File: config.mk
export PLATFORM = sky130hd
export DESIGN_NAME = aes_spi_host_flat
export DESIGN_NICKNAME = d
export VERILOG_FILES = /design/src/rtl/aes_spi_host_if.sv /design/src/rtl/aes_spi_host.sv /design/src/flat_wrapper.sv
export SDC_FILE = /design/constraint.sdc
export NUM_CORES = 2
export LEC_CHECK = 0
export CORE_MARGIN = 8
export CORE_UTILIZATION = 30
export CTS_CLUSTER_DIAMETER = 40
export DETAILED_ROUTE_END_ITERATION = 6
export PLACE_DENSITY = 0.55
export REMOVE_ABC_BUFFERS = 1
export SLEW_MARGIN = 20
export SYNTH_ARGS = -nofsm -noshare
export SYNTH_HDL_FRONTEND = slang
export SYNTH_SLANG_ARGS = --single-unit
File: constraint.sdc
create_clock -name clk -period 37 [get_ports clk]
set_input_delay 11.1 -clock clk [delete_from_list [all_inputs] [get_ports clk]]
set_output_delay 11.1 -clock clk [all_outputs]
set_load 0.05 [all_outputs]
File: src/rtl/aes_spi_host_if.sv
// Host-side request/response and accelerator serial pins of aes_spi_host.
// master = the host controller, slave = whoever drives requests and models the accelerator.
interface aes_spi_host_if #(parameter int K = 256);
  logic         start;
  logic [7:0]   dir;
  logic [K-1:0] key;
  logic [127:0] text;
  logic         busy;
  logic [127:0] result;
  logic         valid;
  logic         err;
  logic         sck;
  logic         sdi;
  logic         load;
  logic         sdo;
  logic         done;

  modport master (input start, dir, key, text, sdo, done,
                  output busy, result, valid, err, sck, sdi, load);
  modport slave  (output start, dir, key, text, sdo, done,
                  input busy, result, valid, err, sck, sdi, load);
endinterface

File: src/rtl/aes_spi_host.sv
// Serial host for an AES accelerator: shifts {text,key,dir} out MSB first,
// waits for done (with timeout), then shifts the 128-bit result back in.
module aes_spi_host #(
  parameter int K       = 256,
  parameter int CLKDIV  = 2,
  parameter int TIMEOUT = 4096
) (
  input  logic           clk,
  input  logic           reset,
  aes_spi_host_if.master bus
);
  localparam int N  = K + 136;
  localparam int BW = $clog2(N);
  localparam int DW = (CLKDIV > 1) ? $clog2(CLKDIV) : 1;
  localparam int TW = $clog2(TIMEOUT + 1);
  localparam logic [DW-1:0] DIV_LAST = DW'(CLKDIV - 1);
  localparam logic [TW-1:0] TO_LAST  = TW'(TIMEOUT - 1);

  typedef enum logic [1:0] {IDLE, SHIFT_IN, WAIT_DONE, SHIFT_OUT} state_t;

  state_t        state, state_n;
  logic [N-1:0]  tx, tx_n;
  logic [126:0]  rx, rx_n;
  logic [127:0]  result_r, result_n;
  logic [BW-1:0] bit_cnt, bit_cnt_n;
  logic [DW-1:0] div_cnt, div_cnt_n;
  logic [TW-1:0] to_cnt, to_cnt_n;
  logic          sck_r, sdi_r, load_r, busy_r, valid_r, err_r;
  logic          sck_n, sdi_n, load_n, busy_n, valid_n, err_n;
  logic [1:0]    done_sync;
  logic          done_s, phase_end;

  assign done_s     = done_sync[1];
  assign phase_end  = (div_cnt == DIV_LAST);
  assign bus.sck    = sck_r;
  assign bus.sdi    = sdi_r;
  assign bus.load   = load_r;
  assign bus.busy   = busy_r;
  assign bus.valid  = valid_r;
  assign bus.err    = err_r;
  assign bus.result = result_r;

  always_ff @(posedge clk or posedge reset) begin
    if (reset) begin
      state     <= IDLE;
      tx        <= '0;
      rx        <= '0;
      result_r  <= '0;
      bit_cnt   <= '0;
      div_cnt   <= '0;
      to_cnt    <= '0;
      sck_r     <= 1'b0;
      sdi_r     <= 1'b0;
      load_r    <= 1'b0;
      busy_r    <= 1'b0;
      valid_r   <= 1'b0;
      err_r     <= 1'b0;
      done_sync <= '0;
    end else begin
      state     <= state_n;
      tx        <= tx_n;
      rx        <= rx_n;
      result_r  <= result_n;
      bit_cnt   <= bit_cnt_n;
      div_cnt   <= div_cnt_n;
      to_cnt    <= to_cnt_n;
      sck_r     <= sck_n;
      sdi_r     <= sdi_n;
      load_r    <= load_n;
      busy_r    <= busy_n;
      valid_r   <= valid_n;
      err_r     <= err_n;
      done_sync <= {done_sync[0], bus.done};
    end
  end

  always_comb begin
    state_n   = state;
    tx_n      = tx;
    rx_n      = rx;
    result_n  = result_r;
    bit_cnt_n = bit_cnt;
    div_cnt_n = div_cnt;
    to_cnt_n  = to_cnt;
    sck_n     = sck_r;
    sdi_n     = sdi_r;
    load_n    = load_r;
    busy_n    = busy_r;
    valid_n   = 1'b0;
    err_n     = 1'b0;
    case (state)
      IDLE: if (bus.start) begin
        state_n   = SHIFT_IN;
        tx_n      = {bus.text, bus.key, bus.dir};
        sdi_n     = bus.text[127];
        load_n    = 1'b1;
        busy_n    = 1'b1;
        sck_n     = 1'b0;
        bit_cnt_n = BW'(N - 1);
        div_cnt_n = '0;
      end
      SHIFT_IN: begin
        div_cnt_n = phase_end ? '0 : div_cnt + 1'b1;
        if (phase_end) begin
          sck_n = ~sck_r;
          // End of a high phase: next bit goes out at the start of its low phase.
          if (sck_r) begin
            if (bit_cnt == '0) begin
              state_n  = WAIT_DONE;
              load_n   = 1'b0;
              sdi_n    = 1'b0;
              to_cnt_n = '0;
            end else begin
              tx_n      = tx << 1;
              sdi_n     = tx[N-2];
              bit_cnt_n = bit_cnt - 1'b1;
            end
          end
        end
      end
      WAIT_DONE: begin
        if (done_s) begin
          state_n   = SHIFT_OUT;
          bit_cnt_n = BW'(127);
          div_cnt_n = '0;
          sck_n     = 1'b0;
        end else if (to_cnt == TO_LAST) begin
          state_n = IDLE;
          err_n   = 1'b1;
          busy_n  = 1'b0;
        end else begin
          to_cnt_n = to_cnt + 1'b1;
        end
      end
      SHIFT_OUT: begin
        div_cnt_n = phase_end ? '0 : div_cnt + 1'b1;
        if (phase_end) begin
          sck_n = ~sck_r;
          if (sck_r) begin
            rx_n = {rx[125:0], bus.sdo};
            if (bit_cnt == '0) begin
              result_n = {rx, bus.sdo};
              state_n  = IDLE;
              valid_n  = 1'b1;
              busy_n   = 1'b0;
            end else begin
              bit_cnt_n = bit_cnt - 1'b1;
            end
          end
        end
      end
      default: state_n = IDLE;
    endcase
  end
endmodule

File: src/flat_wrapper.sv
// flat-port wrapper written by rule: the top's interface ports become plain ports
module aes_spi_host_flat 
#(
  parameter int K       = 256,
  parameter int CLKDIV  = 2,
  parameter int TIMEOUT = 4096
)
  (clk, reset, bus_start, bus_dir, bus_key, bus_text, bus_sdo, bus_done, bus_busy, bus_result, bus_valid, bus_err, bus_sck, bus_sdi, bus_load);
  aes_spi_host_if #(.K(K)) bus_i ();
  input  logic clk;
  input  logic reset;
  input wire logic [$bits(bus_i.start)-1:0] bus_start;
  input wire logic [$bits(bus_i.dir)-1:0] bus_dir;
  input wire logic [$bits(bus_i.key)-1:0] bus_key;
  input wire logic [$bits(bus_i.text)-1:0] bus_text;
  input wire logic [$bits(bus_i.sdo)-1:0] bus_sdo;
  input wire logic [$bits(bus_i.done)-1:0] bus_done;
  output wire logic [$bits(bus_i.busy)-1:0] bus_busy;
  output wire logic [$bits(bus_i.result)-1:0] bus_result;
  output wire logic [$bits(bus_i.valid)-1:0] bus_valid;
  output wire logic [$bits(bus_i.err)-1:0] bus_err;
  output wire logic [$bits(bus_i.sck)-1:0] bus_sck;
  output wire logic [$bits(bus_i.sdi)-1:0] bus_sdi;
  output wire logic [$bits(bus_i.load)-1:0] bus_load;
  assign bus_i.start = bus_start;
  assign bus_i.dir = bus_dir;
  assign bus_i.key = bus_key;
  assign bus_i.text = bus_text;
  assign bus_i.sdo = bus_sdo;
  assign bus_i.done = bus_done;
  assign bus_busy = bus_i.busy;
  assign bus_result = bus_i.result;
  assign bus_valid = bus_i.valid;
  assign bus_err = bus_i.err;
  assign bus_sck = bus_i.sck;
  assign bus_sdi = bus_i.sdi;
  assign bus_load = bus_i.load;
  aes_spi_host #(.K(K), .CLKDIV(CLKDIV), .TIMEOUT(TIMEOUT)) u_core (.clk(clk), .reset(reset), .bus(bus_i));
endmodule
; Yosys cells after proc, flatten, opt, wreduce, memory -nomap -nowiden
; Cells that the tools add are included.
[classes]
n_addsub = 3
eq_ne = 20
mux = 53
bitwise_logic = 1
reduce_logical = 17
[ops]
columns = cell, n
row1 = 391-bit two-way mux, 4
row2 = 391-bit case mux with 2 select lines, 1
row3 = 13-bit two-way mux, 5
row4 = 9-bit two-way mux, 5
row5 = 9-bit case mux with 3 select lines, 1
row6 = 13-bit case mux with 2 select lines, 1
row7 = 1-bit two-way mux, 21
row8 = "2-bit by 1-bit != test with 1-bit output, second input constant", 10
row9 = 2-bit two-way mux, 9
row10 = 5-bit AND reduction, 3
row11 = "13-bit by 1-bit adder with 13-bit output, second input constant", 1
row12 = "13-bit by 12-bit equality test with 1-bit output, second input constant", 1
row13 = "2-bit != test, second input constant", 5
row14 = 9-bit logical NOT, 1
row15 = 1-bit case mux with 3 select lines, 3
row16 = "9-bit by 1-bit subtractor with 9-bit output, second input constant", 1
row17 = 2-bit case mux with 4 select lines, 1
row18 = 4-bit AND reduction, 2
row19 = 8-bit AND reduction, 1
row20 = 7-bit AND reduction, 1
row21 = 3-bit AND reduction, 2
row22 = 6-bit AND reduction, 1
row23 = "2-bit equality test, second input constant", 2
row24 = 1-bit case mux with 2 select lines, 2
row25 = 9 further kinds, 10
[word_totals]
register_bits = 679
word_cells = 108

; Depth between registers and ports, before layout
[depth]
depth_word = 5
mapped_depth = 10
depth_no_buf = 6

; Worst setup path after synthesis
; Ideal clock, no wire load.
[synth_path]
kind = input port to flip-flop
startpoint = in bus_start
endpoint = reg u_core.tx[100]
setup_time_ns = 0.065
arrival_ns = 12.485
required_ns = 36.935
path_slack_ns = 24.450
path_stages = 8
path_buffers = 4
cell_sequence = nor2b_1 nand2b_1 clkbuf_1 nand2_1 buf_2 buf_2 buf_1 o21a_1
[synth_between]
elab_chain_len = 2
[synth_rtl]
columns = item, line_no
row1 = start: declaration, flat_wrapper.sv:12  ; input wire logic [$bits(bus_i.start)-1:0] bus_start;
row2 = 2-bit != test (no line), -
row3 = 5-bit AND reduction (no line), -
row4 = end signal: assignment, aes_spi_host.sv:61  ; tx <= tx_n;
row5 = end: declaration, aes_spi_host.sv:22  ; logic [N-1:0] tx, tx_n;
; No other way between the ends.
; A chain may end at the register's enable or synchronous reset.

; Final worst setup path
[layout_path]
startpoint = in bus_start
endpoint = reg u_core.tx[18]
; Same word-level chain as after synthesis.

==> results.py <==
metrics = {
    "routing": {
        "drc": 0,
        "vias_per_cell": 4.921,
        "drt_iter0_drc": 1104,
        "drtPass1Iterations": 5,
        "post_drt_wl_per_cell_um": 20.24,
        "num_vias": 19173,
        "wl_um": 78860,
        "antenna_left": 0,
    },
    "setup_path": {
        "slowest_delay_ns": 0.80,
        "arrival_ns": 14.69,
        "crit_path_top_delay_cell": "buf_4",
        "crit_path_end_kind": "register",
        "crit_path_frequent_cell": "buf_4",
        "path_cells": "clkdlybuf4s50_1 -> nor2b_1 -> nand2b_4 -> buf_4 -> buf_4 -> buf_4 -> o22a_1 -> o21a_1",
        "crit_buf_inv": 4,
        "worstPathMaxFanout": 83,
        "critPathLaunchType": "input port",
        "critPathKind": "in2reg",
        "worst_ep_required_time_ns": 37.59,
        "cpLargestDelayFamily": "buffers and inverters",
    },
    "timing": {
        "setup_viol": 0,
        "period_minus_slack_ns": 14.10,
        "slew_headroom_pct": 27.89,
        "worstMarginPinSlew_ns": 1.082,
        "maxSlewViolCount": 0,
        "hold_violations": 0,
        "fin_tns_setup_ns": 0,
        "period_share_pct": 38.11,
        "rsz0062_at_grt": "false",
        "timing.fmax_mhz": 70.93,
        "skew_ns": 0.02173,
    },
    "flow_run": {
        "drv_cap": 0,
    },
    "logic_synthesis": {
        "syn_area_per_cell_um2": 13.72,
        "synth_edf_count": 0,
        "synth_top_area_share_pct": 60.71,
        "syn_area_mm2": 0.02799,
        "postSynth.asyncResetShare_pct": 100.0,
        "synth_top_area_cell": "dfrtp_1",
        "yosysWarnings": 0,
        "synth-seq-cells": 679,
        "ys_seq_area_share_pct": 60.71,
        "synthesis.instances": 2040,
        "ys.flop_type": "dfrtp_1",
        "synth_cell_types": 54,
        "synth.area.top_cells": "dfrtp_1 61%, o22a_1 12%, o21a_1 10%",
    },
    "placed_design": {
        "place_hpwl_um": 52130,
        "dpl-instance-area_mm2": 0.03438,
        "gp_congestion": 0.8058,
        "dp.cells": 3674,
        "port-buffer-count": 530,
    },
    "die": {
        "io_pins": 531,
        "die-area_mm2": 0.1033,
        "core_mm2": 0.09291,
        "num_rows": 112,
        "dieHeight_um": 321.4,
        "die_w_um": 321.4,
        "start_util_pct": 30.13,
    },
    "min_path": {
        "hp-class": "reg2reg",
    },
    "cells_and_area": {
        "syn2layout_area_growth_pct": 37.48,
        "finalInstanceArea_mm2": 0.03848,
        "fill_cells": 8588,
        "fin_cells": 3896,
        "drive_above_1_share_pct": 18.53,
        "layout_common_cells": "679 x dfrtp_1, 530 x clkdlybuf4s50_1, 390 x o22a_1",
        "finalNetCount": 2929,
        "final_common_cell": "dfrtp_1",
    },
    "clocking": {
        "cts_tree": "done",
        "cts_max_level": 3,
        "post_cts_buffers": 0,
        "clkTransAtPathRegs_ns": 0.06,
        "post_cts_resized": 0,
        "numClockSinks": 679,
        "root_buffer": "clkbuf_16",
        "postCtsHoldBufs": 0,
        "cts_made_buffers": 108,
        "clk_latency_ns": 0.67,
        "clock_path_buffers": 3,
    },
    "global_routing": {
        "grt.total_usage_pct": 14.90,
        "antenna_found_initial": 33,
        "grt_overflow": 0,
        "grt_pass1_wl_um": 123400,
        "grt_pass1_vias": 20789,
        "grt_max_degree": 189,
    },
    "power": {
        "peakVddDrop_mv": 0.05792,
        "p_per_area_mw_per_mm2": 67.10,
        "power.leakage_nw": 14.89,
    },
    "run_status": {
        "status": "finished clean",
    },
}
## through the flow
step                      utilization, %  power (mW)  hold WS (ns)  setup slack, ns
after detailed placement           37.01       1.492        0.3426            22.27
final                              41.42       2.582        0.3626            22.90
after global routing               41.38       2.717        0.3684            22.70
after floorplan                        -       1.332        0.3312            6.054
after CTS                          41.36       2.624        0.3686            23.00
after global placement             37.00       1.473        0.3377            22.35
## worst register-to-register path: stages (launching register included)
cell and delay, ns:
dfrtp_1 0.39, inv_1 0.09, ha_1 0.22, or4b_1 0.61
o21ai_4 0.17, buf_4 0.52, buf_4 0.77, buf_4 1.00
o22a_1 0.44, o21a_1 0.14
## cells by family after synthesis
| logic type | synth area share [%] |
|---|---|
| AOI/OAI and AO/OA | 23.86 |
| DFF | 60.71 |
| muxes | 10.68 |
| buffers and inverters | 2.812 |
| and+or+nand+nor | 1.721 |
| xor gates and xnor gates | 0.1252 |
| adders and majority gates | 0.08939 |
## synth_stat cells, drive strengths merged (6+ instances only)
library cell and count:
o21ai 9, buf 95, nand3 20, mux2 258, o22a 390, clkbuf 75, nor3 7, dfrtp 679
o21a 389, o211ai 6, nand2 21, inv 11, a21oi 6
## cell type report
type | count | area [µm²] | area share (%)
inverters | 11 | 50.05 | 0.1301
flip-flops and latches | 679 | 16990 | 44.16
diodes | 19 | 47.55 | 0.1236
well taps | 1254 | 1569 | 4.077
multi-input cells | 1180 | 10270 | 26.69
clock inverters | 85 | 1197 | 3.112
clock buffers | 118 | 2843 | 7.387
repair buffers | 550 | 5513 | 14.33
## state kept, by name, summed over array words and instances (netlist names)
signal / flops
u_core.bus.valid: 1
u_core.state: 2
u_core.bus.err: 1
u_core.tx: 391
u_core.bus.load: 1
u_core.div_cnt: 1
u_core.bus.sck: 1
u_core.done_sync: 2
u_core.bus.result: 128
u_core.to_cnt: 13
u_core.rx: 127
u_core.bus.sdi: 1
u_core.bit_cnt: 9
u_core.bus.busy: 1
## worst paths after layout
| kind | from | end | slack, ns | cells past startpoint |
|---|---|---|---|---|
| worst max-delay path | bus_start | u_core.tx[18]$_DFFE_PP0P_ | 22.90 | 8 |
| worst min-delay path | u_core.done_sync[0]$_DFF_PP0_ | u_core.done_sync[1]$_DFF_PP0_ | 0.36 | 0 |
| worst max register to register | u_core.bit_cnt[0]$_DFFE_PP0P_ | u_core.tx[61]$_DFFE_PP0P_ | 32.60 | 9 |
| worst min register to register | u_core.done_sync[0]$_DFF_PP0_ | u_core.done_sync[1]$_DFF_PP0_ | 0.36 | 0 |
| max in group asynchronous | reset | u_core.tx[90]$_DFFE_PP0P_ | 23.59 | 4 |
| min in group asynchronous | reset | u_core.rx[68]$_DFFE_PP0P_ | 10.99 | 2 |
## routing by layer
layer	global-route usage, %	vias up	share of wire (%)
met4	4.649	30	2.1
met5	0	-	0.22
met3	6.126	144	9.3
li1	-	8811	-
met2	23.05	548	45
met1	18.96	9640	43
## where the power goes
group | switching (mW) | total (mW) | internal, mW
sequential | 0.0861 | 0.968 | 0.882
combinational | 0.269 | 0.504 | 0.235
clock | 0.394 | 1.11 | 0.715
total | 0.749 | 2.58 | 1.83
(Power assumes the default switching activity.)
==> edit 1: new RTL, config.mk and constraints unchanged <==
`K` is set to 256 in 3 places; all go to 128.
--- a/src/rtl/aes_spi_host_if.sv
+++ b/src/rtl/aes_spi_host_if.sv
@@ -1,5 +1,5 @@
 // Host-side request/response and accelerator serial pins of aes_spi_host.
 // master = the host controller, slave = whoever drives requests and models the accelerator.
-interface aes_spi_host_if #(parameter int K = 256);
+interface aes_spi_host_if #(parameter int K = 128);
   logic         start;
   logic [7:0]   dir;
--- a/src/rtl/aes_spi_host.sv
+++ b/src/rtl/aes_spi_host.sv
@@ -2,5 +2,5 @@
 // waits for done (with timeout), then shifts the 128-bit result back in.
 module aes_spi_host #(
-  parameter int K       = 256,
+  parameter int K       = 128,
   parameter int CLKDIV  = 2,
   parameter int TIMEOUT = 4096
--- a/src/flat_wrapper.sv
+++ b/src/flat_wrapper.sv
@@ -2,5 +2,5 @@
 module aes_spi_host_flat 
 #(
-  parameter int K       = 256,
+  parameter int K       = 128,
   parameter int CLKDIV  = 2,
   parameter int TIMEOUT = 4096
Ports: changed (resized bus_key); port bits go from 531 to 403. The function was not compared with the original's and may differ.
==> edit 1 against the original RTL <==
Die area is 12% lower; critical path depth is 1 lower; synthesized area is 13% lower; combinational power is 50% higher; sequential power is 12% lower; via count is 13% lower; clock skew is 0.032 ns higher; wire length is 21% lower; count of clock-buffer cells in the layout is 5 higher; setup slack worse by 0.51 ns; power is 1.5% lower; final area is 15% lower; sequential cell count is 128 lower.
==> edit 1: results (changes against the original RTL) <==
Outcome
  • Status: complete, no violations (unchanged)

Logic synthesis
  • Area contributors post-synth: dfrtp_1 (57%), mux2_2 (21%), nand2_1 (12%), mux2_4 (4.3%), buf_2 (1.0%) (was dfrtp_1 (61%), o22a_1 (12%), o21a_1 (10%), mux2_2 (9.5%), mux2_4 (1.1%))
  • Synth unique cells: 51 (was 54)
  • Yosys Warn Count: 0 (unchanged)
  • Asr flop ratio synth: 100% (unchanged)
  • Post-synth top flop: dfrtp_1 (unchanged)
  • Most common library cells after synthesis: nand2_1 (803), dfrtp_1 (551), mux2_2 (448) (was dfrtp_1 (679), o22a_1 (390), o21a_1 (389))
  • Synth Area per Inst: 11.4 µm² (was 13.7 µm²)
  • Share of the yosys chip area belonging to registers: 56.6% (was 60.7%)

Place
  • Dpl hpwl: 41.6 mm (was 52.1 mm)
  • Placed Cells: 3,487 (was 3,674)
  • Place WS: 21.75 ns (was 22.27 ns)
  • Gp weighted congestion: 0.778 (was 0.806)
  • Area after DPL: 29,300 µm² (was 34,400 µm²)
  • Port Buffers: 402 (was 530)

GRT
  • Largest net degree at the start of global routing: 212 (was 189)
  • Vias in the first global route: 18,300 (was 20,800)
  • Initial antenna violation count: 1 (was 33)
  • All-layer global routing usage: 13.5% (was 14.9%)
  • Met1 Usage GRT: 17.7% (was 19.0%)
  • M2 GR Usage: 21.3% (was 23.1%)
  • Met3 GRT Util: 4.12% (was 6.13%)
  • First-pass GRT wire length: 101 mm (was 123 mm)

Routing
  • ANT nets after route: 0 (unchanged)
  • Met3 WL post-DR: 4.35 mm (was 7.37 mm)
  • Met1 wire length: 27.9 mm (was 34.3 mm)
  • DR vias/cell: 4.57 (was 4.92)
  • Met2 routed WL: 28.7 mm (was 35.4 mm)
  • DR WL/cell: 17.0 µm (was 20.2 µm)
  • 1st-iter DRT viols: 865 (was 1,104)
  • Top layer in use: met4 (was met5)

Clock tree
  • Root buffer cell: clkbuf_16 (unchanged)
  • Number of H-tree levels: 3 (unchanged)
  • Clock latency on the worst-skew pair: 0.64 ns (was 0.67 ns)
  • TritonCTS Buffers: 98 (was 108)
  • Clock Tree Buf Depth: 3 (unchanged)
  • Post-cts sizing count: 0 (unchanged)

Cells and area
  • Most flop-heavy register: u_core.tx (unchanged)
  • Share of layout cells above drive strength 1: 27.7% (was 18.5%)
  • Max reg flops: 263 (was 391)
  • Final non-filler cell total: 3,672 (was 3,896)
  • Nets@finish: 2,799 (was 2,929)

STA
  • Clock skew: 0.0533 ns (was 0.0217 ns)
  • Worst Tran Pin Value: 1.09 ns (was 1.08 ns)

Setup path
  • CP Max Fanout: 84 (was 83)
  • Critical path's largest stage delay: 0.95 ns (was 0.80 ns)
  • Worst Path Arrival: 15.09 ns (was 14.69 ns)
  • CP delay by family, top: buffers and inverters (unchanged)
  • Slowest-stage cell, CP: buf_4 (unchanged)

Pwr
  • Worst vdd ir: 0.0469 mV (was 0.0579 mV)
  • Leakage: 0.0157 µW (was 0.0149 µW)

Worst hold path
  • Worst min path class: reg2reg (unchanged)
-- edit 1: worst paths after layout --
path | from | end | slack [ns] | cells past startpoint
setup / recovery | bus_start | u_core.tx[147] | 22.39 | 7
min in group asynchronous | reset | u_core.bus.result[55] | 11.04 | 2
hold reg to reg | u_core.done_sync[0] | u_core.done_sync[1] | 0.35 | 0
max in group asynchronous | reset | u_core.tx[150] | 22.79 | 5
setup reg to reg | u_core.state[0] | u_core.tx[147] | 31.89 | 7
hold / removal | u_core.done_sync[0] | u_core.done_sync[1] | 0.35 | 0
-- edit 1: logic make-up (layout without fill, tap and decap cells) --
| kind of cell | count (synthesis) | after routing | synth area share (%) |
|---|---|---|---|
| adders and majority gates | 2 | 2 | 0.103 |
| other | 0 | 1 | 0 |
| buffers and inverters | 128 | 608 | 2.53 |
| and+or+nand+nor | 867 | 867 | 14.0 |
| muxes | 521 | 521 | 25.1 |
| xor gates and xnor gates | 2 | 2 | 0.0719 |
| AOI/OAI and AO/OA | 60 | 60 | 1.57 |
| DFF | 551 | 551 | 56.6 |
-- edit 1: area by class of cell --
cell class	instances	area, µm²
fill	7661	47700
timing repair buffer	419	4200
clock inverter	60	826
clock buffer	123	2690
sequential	551	13800
inverter	6	30.0
multi-input combinational	1452	10000
antenna	1	2.50
tap	1060	1330
-- edit 1: report_power, final --
| part | internal, µW | leakage [µW] | switching, µW | total, µW |
|---|---|---|---|---|
| clock | 606 | 0.00165 | 327 | 932 |
| combinational | 389 | 0.00695 | 366 | 754 |
| sequential | 768 | 0.00714 | 87.8 | 855 |
-- edit 1: through the flow --
| step | power, µW | hold slack [ns] |
|---|---|---|
| finish | 2540 | 0.352 |
| global route | 2710 | 0.359 |
| CTS | 2590 | 0.358 |
| detailed placement | 1630 | 0.347 |
| global placement | 1600 | 0.337 |
| floorplan | 1600 | 0.331 |
==> edit 2: new RTL, same settings <==
Made on the original files. `result_r` no longer has a reset.
--- a/src/rtl/aes_spi_host.sv
+++ b/src/rtl/aes_spi_host.sv
@@ -46,5 +46,4 @@
       tx        <= '0;
       rx        <= '0;
-      result_r  <= '0;
       bit_cnt   <= '0;
       div_cnt   <= '0;
@@ -61,5 +60,4 @@
       tx        <= tx_n;
       rx        <= rx_n;
-      result_r  <= result_n;
       bit_cnt   <= bit_cnt_n;
       div_cnt   <= div_cnt_n;
@@ -73,4 +71,8 @@
       done_sync <= {done_sync[0], bus.done};
     end
+  end
+
+  always_ff @(posedge clk) begin
+    result_r <= result_n;
   end
 
Function: not settled (the Yosys comparison gave no result); the edit may change what the design does.
==> edit 2 against the original RTL <==
Wire length rose by 6.9%; global-route usage decreased by 0.76 points; via count grew 8.3%; synthesized area increased by 13%; final area up 7.6%; critical endpoint is now u_core.tx[44]; core utilization down 2.0 points; setup slack lost 0.61 ns; power rose by 16%; synthesized cell count up 31%; hold slack worse by 0.018 ns; cell count increased by 20%; critical path depth shrank 2; sequential cell count is the same; critical path type is now in2async.
==> edit 2: results (changes against the original RTL) <==
GRT
  • Largest net degree at the start of global routing: 143 (was 189)
  • All-layer global routing usage: 14.1% (was 14.9%)
  • First-pass GRT wire length: 131 mm (was 123 mm)
  • Vias in the first global route: 22,000 (was 20,800)
  • Initial antenna violation count: 18 (was 33)

Pwr
  • Pint: 2090 µW (was 1830 µW)
  • Worst vdd ir: 0.0611 mV (was 0.0579 mV)
  • P_seq: 1040 µW (was 968 µW)
  • Combinational Power Share: 30.9% (was 19.5%)
  • Switching power: 908 µW (was 749 µW)
  • Leakage: 0.0201 µW (was 0.0149 µW)

Cells and area
  • Final non-filler cell total: 4,688 (was 3,896)
  • Nets@finish: 3,594 (was 2,929)
  • Share of layout cells above drive strength 1: 22.6% (was 18.5%)
  • Most flop-heavy register: u_core.tx (unchanged)

Clock tree
  • TritonCTS Buffers: 112 (was 108)
  • Clock latency on the worst-skew pair: 0.66 ns

Place
  • Dpl hpwl: 57.8 mm (was 52.1 mm)
  • Gp weighted congestion: 0.794 (was 0.806)
  • Port Buffers: 530 (unchanged)
  • Placed Cells: 4,472 (was 3,674)
  • Area after DPL: 37,600 µm² (was 34,400 µm²)
  • Place WS: 21.30 ns (was 22.27 ns)

Setup path
  • Critical path destination: u_core.tx[44] (was u_core.tx[18])
  • Reg-to-reg endpoint: u_core.tx[294] (was u_core.tx[61])
  • R2R setup slack: 31.65 ns (was 32.60 ns)
  • Worst r2r src: u_core.state[0] (was u_core.bit_cnt[0])
  • Worst Path Arrival: 15.43 ns (was 14.69 ns)
  • CP Max Fanout: 112 (was 83)
  • Worst Setup SP: reset (was bus_start)
  • Critical path's largest stage delay: 0.87 ns (was 0.80 ns)
  • Cells on worst reg2reg path: 8 (was 9)

Outcome
  • Status: complete, no violations (unchanged)

Logic synthesis
  • Post-synth EDFFs: 128 (was 0)
  • Synth Area per Inst: 11.8 µm² (was 13.7 µm²)
  • Synth unique cells: 59 (was 54)
  • Asr flop ratio synth: 81.1% (was 100%)
  • Most common library cells after synthesis: nand2_1 (1,183), dfrtp_1 (551), mux2_4 (389) (was dfrtp_1 (679), o22a_1 (390), o21a_1 (389))
  • Area contributors post-synth: dfrtp_1 (44%), mux2_4 (18%), nand2_1 (14%), edfxtp_1 (12%), mux2_2 (4.5%) (was dfrtp_1 (61%), o22a_1 (12%), o21a_1 (10%), mux2_2 (9.5%), mux2_4 (1.1%))
  • Share of the yosys chip area belonging to registers: 55.8% (was 60.7%)

Routing
  • Drt total wl: 84.3 mm (was 78.9 mm)
  • Pre-antenna DRT Iters: 5 (unchanged)
  • 1st-iter DRT viols: 1,326 (was 1,104)
  • DR vias/cell: 4.43 (was 4.92)

STA
  • Final Hold Slack: 0.344 ns (was 0.363 ns)
  • Relative slew slack: 29.0% (was 27.9%)
  • Clock skew: 0.0131 ns (was 0.0217 ns)
  • Final period utilization: 39.8% (was 38.1%)

Worst hold path
  • Hold Path Origin: u_core.done_sync[0] (unchanged)
-- edit 2: area by class of cell --
cell class	instances	area [µm²]
Antenna cell	5	12.5
Clock buffer	145	3070
Clock inverter	66	716
Fill cell	10200	63500
Inverter	12	52.6
Multi-Input combinational cell	1833	12700
Sequential cell	679	17600
Tap cell	1391	1740
Timing Repair Buffer	557	5530
-- edit 2: cells by family (layout without fill, tap and decap cells) --
kind of cell             count (synthesis)  in the layout  share of synthesized area (%)
XOR/XNOR                                 4              4                          0.111
buffers and inverters                  169            780                           4.23
AND/OR/NAND/NOR                       1243           1243                           15.2
AO/OA/AOI/OAI                           65             65                           1.47
multiplexers                           519            519                           23.1
flip-flops                             679            679                           55.8
adder cells (fa/ha/maj)                  2              2                         0.0791
other                                    0              5                              0
-- edit 2: metal layers --
layer	GRT usage (%)	wire length, µm	vias up
met1	19.9	40100	10100
met3	4.57	6360	120
li1	-	-	9915
met4	3.88	1650	22
met2	20.8	36000	609
met5	0	144	-
